===== src/rtl/sipo_deserializer_pkg.sv =====
// Shared definitions for the serial/parallel shift stages: FSM states and
// bit-order selectors.
package sipo_deserializer_pkg;

    typedef enum logic {
        ST_IDLE  = 1'b0,
        ST_SHIFT = 1'b1
    } state_t;

    localparam bit MSB_FIRST_ORDER = 1'b1;
    localparam bit LSB_FIRST_ORDER = 1'b0;

    localparam int DEFAULT_WIDTH = 4;

endpackage


===== src/rtl/sipo_deserializer_if.sv =====
// Serial input, handshake and status bundle of the SIPO deserializer.
interface sipo_deserializer_if #(
    parameter int WIDTH = 4
) ();

    logic             start;
    logic             serial_in;
    logic             serial_valid;
    logic             data_ready;
    logic             clear_overrun;
    logic [WIDTH-1:0] data_out;
    logic             data_valid;
    logic             busy;
    logic             overrun;

    modport master (
        output start, serial_in, serial_valid, data_ready, clear_overrun,
        input  data_out, data_valid, busy, overrun
    );

    modport slave (
        input  start, serial_in, serial_valid, data_ready, clear_overrun,
        output data_out, data_valid, busy, overrun
    );

endinterface


===== src/rtl/sipo_deserializer_bit_counter.sv =====
// Counts accepted serial bits of one word; flags the last bit position.
module sipo_deserializer_bit_counter #(
    parameter  int WIDTH = 4,
    localparam int CW    = $clog2(WIDTH)
) (
    input  logic clock,
    input  logic reset,
    input  logic clear,
    input  logic enable,
    output logic terminal
);

    logic [CW-1:0] count;

    always_ff @(posedge clock) begin
        if (!reset || clear) begin
            count <= '0;
        end else if (enable) begin
            count <= count + CW'(1);
        end
    end

    assign terminal = (count == CW'(WIDTH - 1));

endmodule


===== src/rtl/sipo_deserializer.sv =====
// Serial-in/parallel-out front end: collects WIDTH bits per start pulse and
// holds the word behind a valid/ready handshake, flagging dropped words.
module sipo_deserializer
    import sipo_deserializer_pkg::*;
#(
    parameter int WIDTH     = DEFAULT_WIDTH,
    parameter bit MSB_FIRST = MSB_FIRST_ORDER
) (
    input  logic               clock,
    input  logic               reset,
    sipo_deserializer_if.slave bus
);

    state_t           state;
    logic [WIDTH-2:0] shreg;
    logic [WIDTH-1:0] next_word;
    logic [WIDTH-2:0] shift_next;
    logic [WIDTH-1:0] data_out_r;
    logic             data_valid_r;
    logic             busy_r;
    logic             overrun_r;
    logic             accept_bit;
    logic             terminal;
    logic             clear_count;
    logic             slot_free;

    // Only WIDTH-1 bits are stored; the final bit joins the word directly
    // on the completion edge.
    generate
        if (MSB_FIRST) begin : g_msb
            assign next_word  = {shreg, bus.serial_in};
            assign shift_next = next_word[WIDTH-2:0];
        end else begin : g_lsb
            assign next_word  = {bus.serial_in, shreg};
            assign shift_next = next_word[WIDTH-1:1];
        end
    endgenerate

    assign accept_bit  = (state == ST_SHIFT) && bus.serial_valid;
    assign clear_count = ((state == ST_IDLE) && bus.start) || (accept_bit && terminal);
    assign slot_free   = !data_valid_r || bus.data_ready;

    sipo_deserializer_bit_counter #(
        .WIDTH (WIDTH)
    ) u_bit_counter (
        .clock    (clock),
        .reset    (reset),
        .clear    (clear_count),
        .enable   (accept_bit),
        .terminal (terminal)
    );

    always_ff @(posedge clock) begin
        if (!reset) begin
            state        <= ST_IDLE;
            shreg        <= '0;
            data_out_r   <= '0;
            data_valid_r <= 1'b0;
            busy_r       <= 1'b0;
            overrun_r    <= 1'b0;
        end else begin
            if (bus.clear_overrun) begin
                overrun_r <= 1'b0;
            end
            if (data_valid_r && bus.data_ready) begin
                data_valid_r <= 1'b0;
            end

            case (state)
                ST_IDLE: begin
                    if (bus.start) begin
                        state  <= ST_SHIFT;
                        busy_r <= 1'b1;
                    end
                end
                ST_SHIFT: begin
                    if (bus.serial_valid) begin
                        shreg <= shift_next;
                        if (terminal) begin
                            state  <= ST_IDLE;
                            busy_r <= 1'b0;
                            // A load overrides the transfer's valid drop; a
                            // drop overrides a same-cycle overrun clear.
                            if (slot_free) begin
                                data_out_r   <= next_word;
                                data_valid_r <= 1'b1;
                            end else begin
                                overrun_r <= 1'b1;
                            end
                        end
                    end
                end
                default: state <= ST_IDLE;
            endcase
        end
    end

    assign bus.data_out   = data_out_r;
    assign bus.data_valid = data_valid_r;
    assign bus.busy       = busy_r;
    assign bus.overrun    = overrun_r;

endmodule


===== src/flat_wrapper.sv =====
// flat-port wrapper written by rule: the top's interface ports become plain ports
module sipo_deserializer_flat import sipo_deserializer_pkg::*;
#(
    parameter int WIDTH     = DEFAULT_WIDTH,
    parameter bit MSB_FIRST = MSB_FIRST_ORDER
)
  (clock, reset, bus_start, bus_serial_in, bus_serial_valid, bus_data_ready, bus_clear_overrun, bus_data_out, bus_data_valid, bus_busy, bus_overrun);
  sipo_deserializer_if #(.WIDTH(WIDTH)) bus_i ();
  input  logic clock;
  input  logic reset;
  input wire logic [$bits(bus_i.start)-1:0] bus_start;
  input wire logic [$bits(bus_i.serial_in)-1:0] bus_serial_in;
  input wire logic [$bits(bus_i.serial_valid)-1:0] bus_serial_valid;
  input wire logic [$bits(bus_i.data_ready)-1:0] bus_data_ready;
  input wire logic [$bits(bus_i.clear_overrun)-1:0] bus_clear_overrun;
  output wire logic [$bits(bus_i.data_out)-1:0] bus_data_out;
  output wire logic [$bits(bus_i.data_valid)-1:0] bus_data_valid;
  output wire logic [$bits(bus_i.busy)-1:0] bus_busy;
  output wire logic [$bits(bus_i.overrun)-1:0] bus_overrun;
  assign bus_i.start = bus_start;
  assign bus_i.serial_in = bus_serial_in;
  assign bus_i.serial_valid = bus_serial_valid;
  assign bus_i.data_ready = bus_data_ready;
  assign bus_i.clear_overrun = bus_clear_overrun;
  assign bus_data_out = bus_i.data_out;
  assign bus_data_valid = bus_i.data_valid;
  assign bus_busy = bus_i.busy;
  assign bus_overrun = bus_i.overrun;
  sipo_deserializer #(.WIDTH(WIDTH), .MSB_FIRST(MSB_FIRST)) u_core (.clock(clock), .reset(reset), .bus(bus_i));
endmodule

===== config.mk =====
export PLATFORM = sky130hd
export DESIGN_NAME = sipo_deserializer_flat
export DESIGN_NICKNAME = d
export VERILOG_FILES = /design/src/rtl/sipo_deserializer_pkg.sv /design/src/rtl/sipo_deserializer_if.sv /design/src/rtl/sipo_deserializer_bit_counter.sv /design/src/rtl/sipo_deserializer.sv /design/src/flat_wrapper.sv
export SDC_FILE = /design/constraint.sdc
export NUM_CORES = 1
export LEC_CHECK = 0
export BUFFER_PORTS_ARGS = -buffer_cell sky130_fd_sc_hd__buf_2
export CAP_MARGIN = 5
export CORE_UTILIZATION = 23
export DETAILED_ROUTE_END_ITERATION = 7
export GPL_TIMING_DRIVEN = 0
export PLACE_DENSITY = 0.39
export SLEW_MARGIN = 15
export SYNTH_ARGS = -nofsm -noshare
export SYNTH_HDL_FRONTEND = slang
export SYNTH_SLANG_ARGS = --single-unit

===== constraint.sdc =====
create_clock -name clock -period 1.4 [get_ports clock]
set_input_delay 0.14 -clock clock [delete_from_list [all_inputs] [get_ports clock]]
set_output_delay 0.14 -clock clock [all_outputs]
set_load 0.01 [all_outputs]

==> results.md <==
* Status: finished, final reports clean
* Post-Syn Area at 519 um^2
* Finished Cell Area at 649 um^2
* Area grow syn2layout at 25.1%
* Nets at 83
* TritonRoute pass-1 iters at 2
* Post-DP HPWL at 750 um
* Clk Latency, worst-skew pair at 270 ps
* Die height at 49.5 um
* Leak at 0.264 nW
* Max incr delay on CP at 360 ps
* Max-cap check violation count at 0
* Port Buf Inserts at 13
* Main synth FF type: dfxtp_1
* Depth of the worst hold-timing path at 3
* RSZ-0062 raised after global routing: no
* Switching Fraction at 23.8%
* Placed Instance Area at 618 um^2
* First-pass GRT wire length at 1930 um
* Fin Setup TNS at 0 ps
* Core Region at 2040 um^2
* Post-DR wirelength/cell at 10.8 um
* Critical Path Start: u_core.u_bit_counter.count[0]$_SDFFE_PP0P_
* H-tree levels at 1
* Violation count after the first detailed-route iteration at 3
* Final hold vios at 0
* Most area-hungry cell type in the Yosys netlist: dfxtp_1
* Startpoint type of the worst setup path: register
* Setup Viol. Count Final at 0
* Hold Crit Class: input pin to register
* Clock Power Share at 35.5%
* Die span in x at 49.5 um
* Count leader, synth: dfxtp_1
* Max rail drop VDD at 685 uV
* CTS tree: built
* CTS buffer count at 3
* Via/cell ratio at 4.23
* Tmin final at 1210 ps
* Post-synthesis sequential area ratio at 50.1%
* CP Capture Type: register
* Final slew viol count at 0
* Logic gate share of total power at 6.6%
* Yosys warns at 0
* Synth unique cells at 20
* Cts hold-fix bufs at 0
* CP top delay family: flip-flops
* Critical path class: register to register
* Worst reg2reg path endpoint: u_core.bus.data_out[3]$_SDFFE_PN0P_
* Number of synthesized register bits at 13
* Arrival time at the worst endpoint at 1410 ps
* R2r startpoint: u_core.u_bit_counter.count[0]$_SDFFE_PP0P_
* CTS Root Cell: clkbuf_4
* Pint at 0.507 mW
* Peak Freq at 828 MHz
* Largest net degree at the start of global routing at 11
* FF-to-FF path depth at 5
* CTS Buffer Depth at 2
* Post-CTS Repair Setup Buffers at 0
* Worst slew pin tran at 408 ps
* Final ANT Viol Nets at 0
* Layout Skew at 2.86 ps
* Num ports at 14
* Total Wirelength at 1090 um
* Antenna violations before repair at 0
* Most common library cells after synthesis: dfxtp_1, nand2_1, mux2i_1
* Total GRT Usage at 10.9%
* GP Congestion at 0.623
* Initial core utilization at 25.4%
* HP Start: bus_start
* Bufs and invs on worst path at 1
* Drt drc at 0
* Grt total ovfl at 0
* Reg2Reg Setup Slack at 190 ps
* Syn avg cell area at 9.11 um^2
* Share of power burned in registers at 57.9%
* Number of clock sinks at 13
* Largest cells by area after synthesis: dfxtp_1, mux2i_1, nand2_1, a21boi_0, nor2b_1
* Die footprint at 2450 um^2
* Layout cells sized above 1 at 25.7%
* Yosys top cell area share at 50.1%
* Pwr Density at 1020 nW/um^2
* Worst Path Required at 1610 ps
* Tcrit/Tclk final at 86.2%
* Vias in the first global route at 431
* Tot Pwr at 0.665 mW
* P_sw at 0.158 mW
* CP Max Fanout at 5
* Clock Pin Slew Worst Setup and Hold Paths at 80 ps
* Mapped Nets at 65
* Max-slew headroom at 72.8%
* Post-synth EDFFs at 0
* Row cnt at 16
* CTS resizes at 0
* Ys async rst share at 0%
* Number of antenna diodes at 0
* Gate Count Post-Synth at 57
* Hold Path End: u_core.state$_SDFF_PN0_
* Vias at 427
* CP cell instances: ha_1, nand3_2, nor2b_1, buf_4, mux2i_1
* Critical Path Slowest Stage Cell: dfxtp_1
==> routing by layer <==
metal | track usage, % | share of wire (%) | vias to the layer above
li1 | - | - | 223
met1 | 11.9 | 47 | 192
met2 | 17.6 | 45 | 10
met3 | 6.79 | 6.3 | 2
met4 | 2.86 | 1.1 | 0
met5 | 0 | 0 | -
==> worst max-delay path by stage <==
| stage | end | slack (ps) | cells after the start |
|---|---|---|---|
| floorplan | u_core.bus.data_out[0]$_SDFFE_PN0P_ | 300 | 5 |
| global placement | u_core.bus.data_out[0]$_SDFFE_PN0P_ | 140 | 4 |
| detailed placement | u_core.bus.data_out[1]$_SDFFE_PN0P_ | 140 | 4 |
| CTS | u_core.bus.data_out[1]$_SDFFE_PN0P_ | 130 | 4 |
| global route | u_core.bus.data_out[3]$_SDFFE_PN0P_ | 40 | 5 |
| finish | u_core.bus.data_out[3]$_SDFFE_PN0P_ | 190 | 5 |
==> per-stage QoR <==
stage	worst slack, ps	utilization, %	hold slack, ps	std cells
2_1_floorplan	304	-	263	57
3_5_place_dp	139	30.3	395	97
4_1_cts	125	31.6	104	101
5_1_grt	43.4	31.8	117	101
6_report	193	31.8	104	101
3_3_place_gp	138	30.3	373	97
==> registers in the layout, summed over array words and instances, names as in the netlist <==
register                    cells
u_core.bus.overrun              1
u_core.shreg                    3
u_core.bus.data_out             4
u_core.bus.data_valid           1
u_core.state                    1
u_core.bus.busy                 1
u_core.u_bit_counter.count      2
==> cell type report <==
class                   count  area, um^2
plain buffers               2        11.3
clock buffers               4        26.3
inverters                   1        3.75
flip-flops and latches     13         260
fillers                   247        1390
repair buffers             13        65.1
multi-input cells          41         249
well taps                  27        33.8
==> power groups by stage <==
stage	registers, mW	clock network, mW	logic [mW]
after floorplan	0.393	0	0.0213
after global placement	0.394	0	0.0433
after detailed placement	0.394	0	0.0436
after CTS	0.385	0.247	0.0443
after global routing	0.387	0.268	0.0492
final	0.385	0.236	0.0437
==> cell families (layout without fill, tap and decap cells) <==
| logic type | after synthesis | after routing | share of synthesized area (%) |
|---|---|---|---|
| multiplexers | 5 | 5 | 9.64 |
| adder cells (fa/ha/maj) | 1 | 1 | 2.41 |
| AND/OR/NAND/NOR | 27 | 27 | 24.6 |
| AO/OA/AOI/OAI | 8 | 8 | 10.4 |
| buffers and inverters | 3 | 20 | 2.89 |
| flip-flops | 13 | 13 | 50.1 |
==> placed cells by master (no fill, tap or decap) <==
cell type	instances
buf_2	13
nand3_2	1
nor2b_1	4
inv_1	1
clkbuf_4	3
and2_1	1
nor3_1	1
a21boi_1	1
mux2i_1	5
buf_4	1
nor2_1	2
o22ai_1	1
nand2_2	1
ha_1	1
nand3_1	3
nand2_1	12
or3_1	1
nand2b_1	1
a21oi_1	1
a21boi_0	4
o21ai_0	1
clkbuf_1	2
dfxtp_1	13
==> tightest hold or removal path, delay by kind of cell <==
kind	cells	cell delay (ps)
buffers and inverters	1	90
AND/OR/NAND/NOR	2	120
Note: power is estimated with default switching activity, not from simulation.
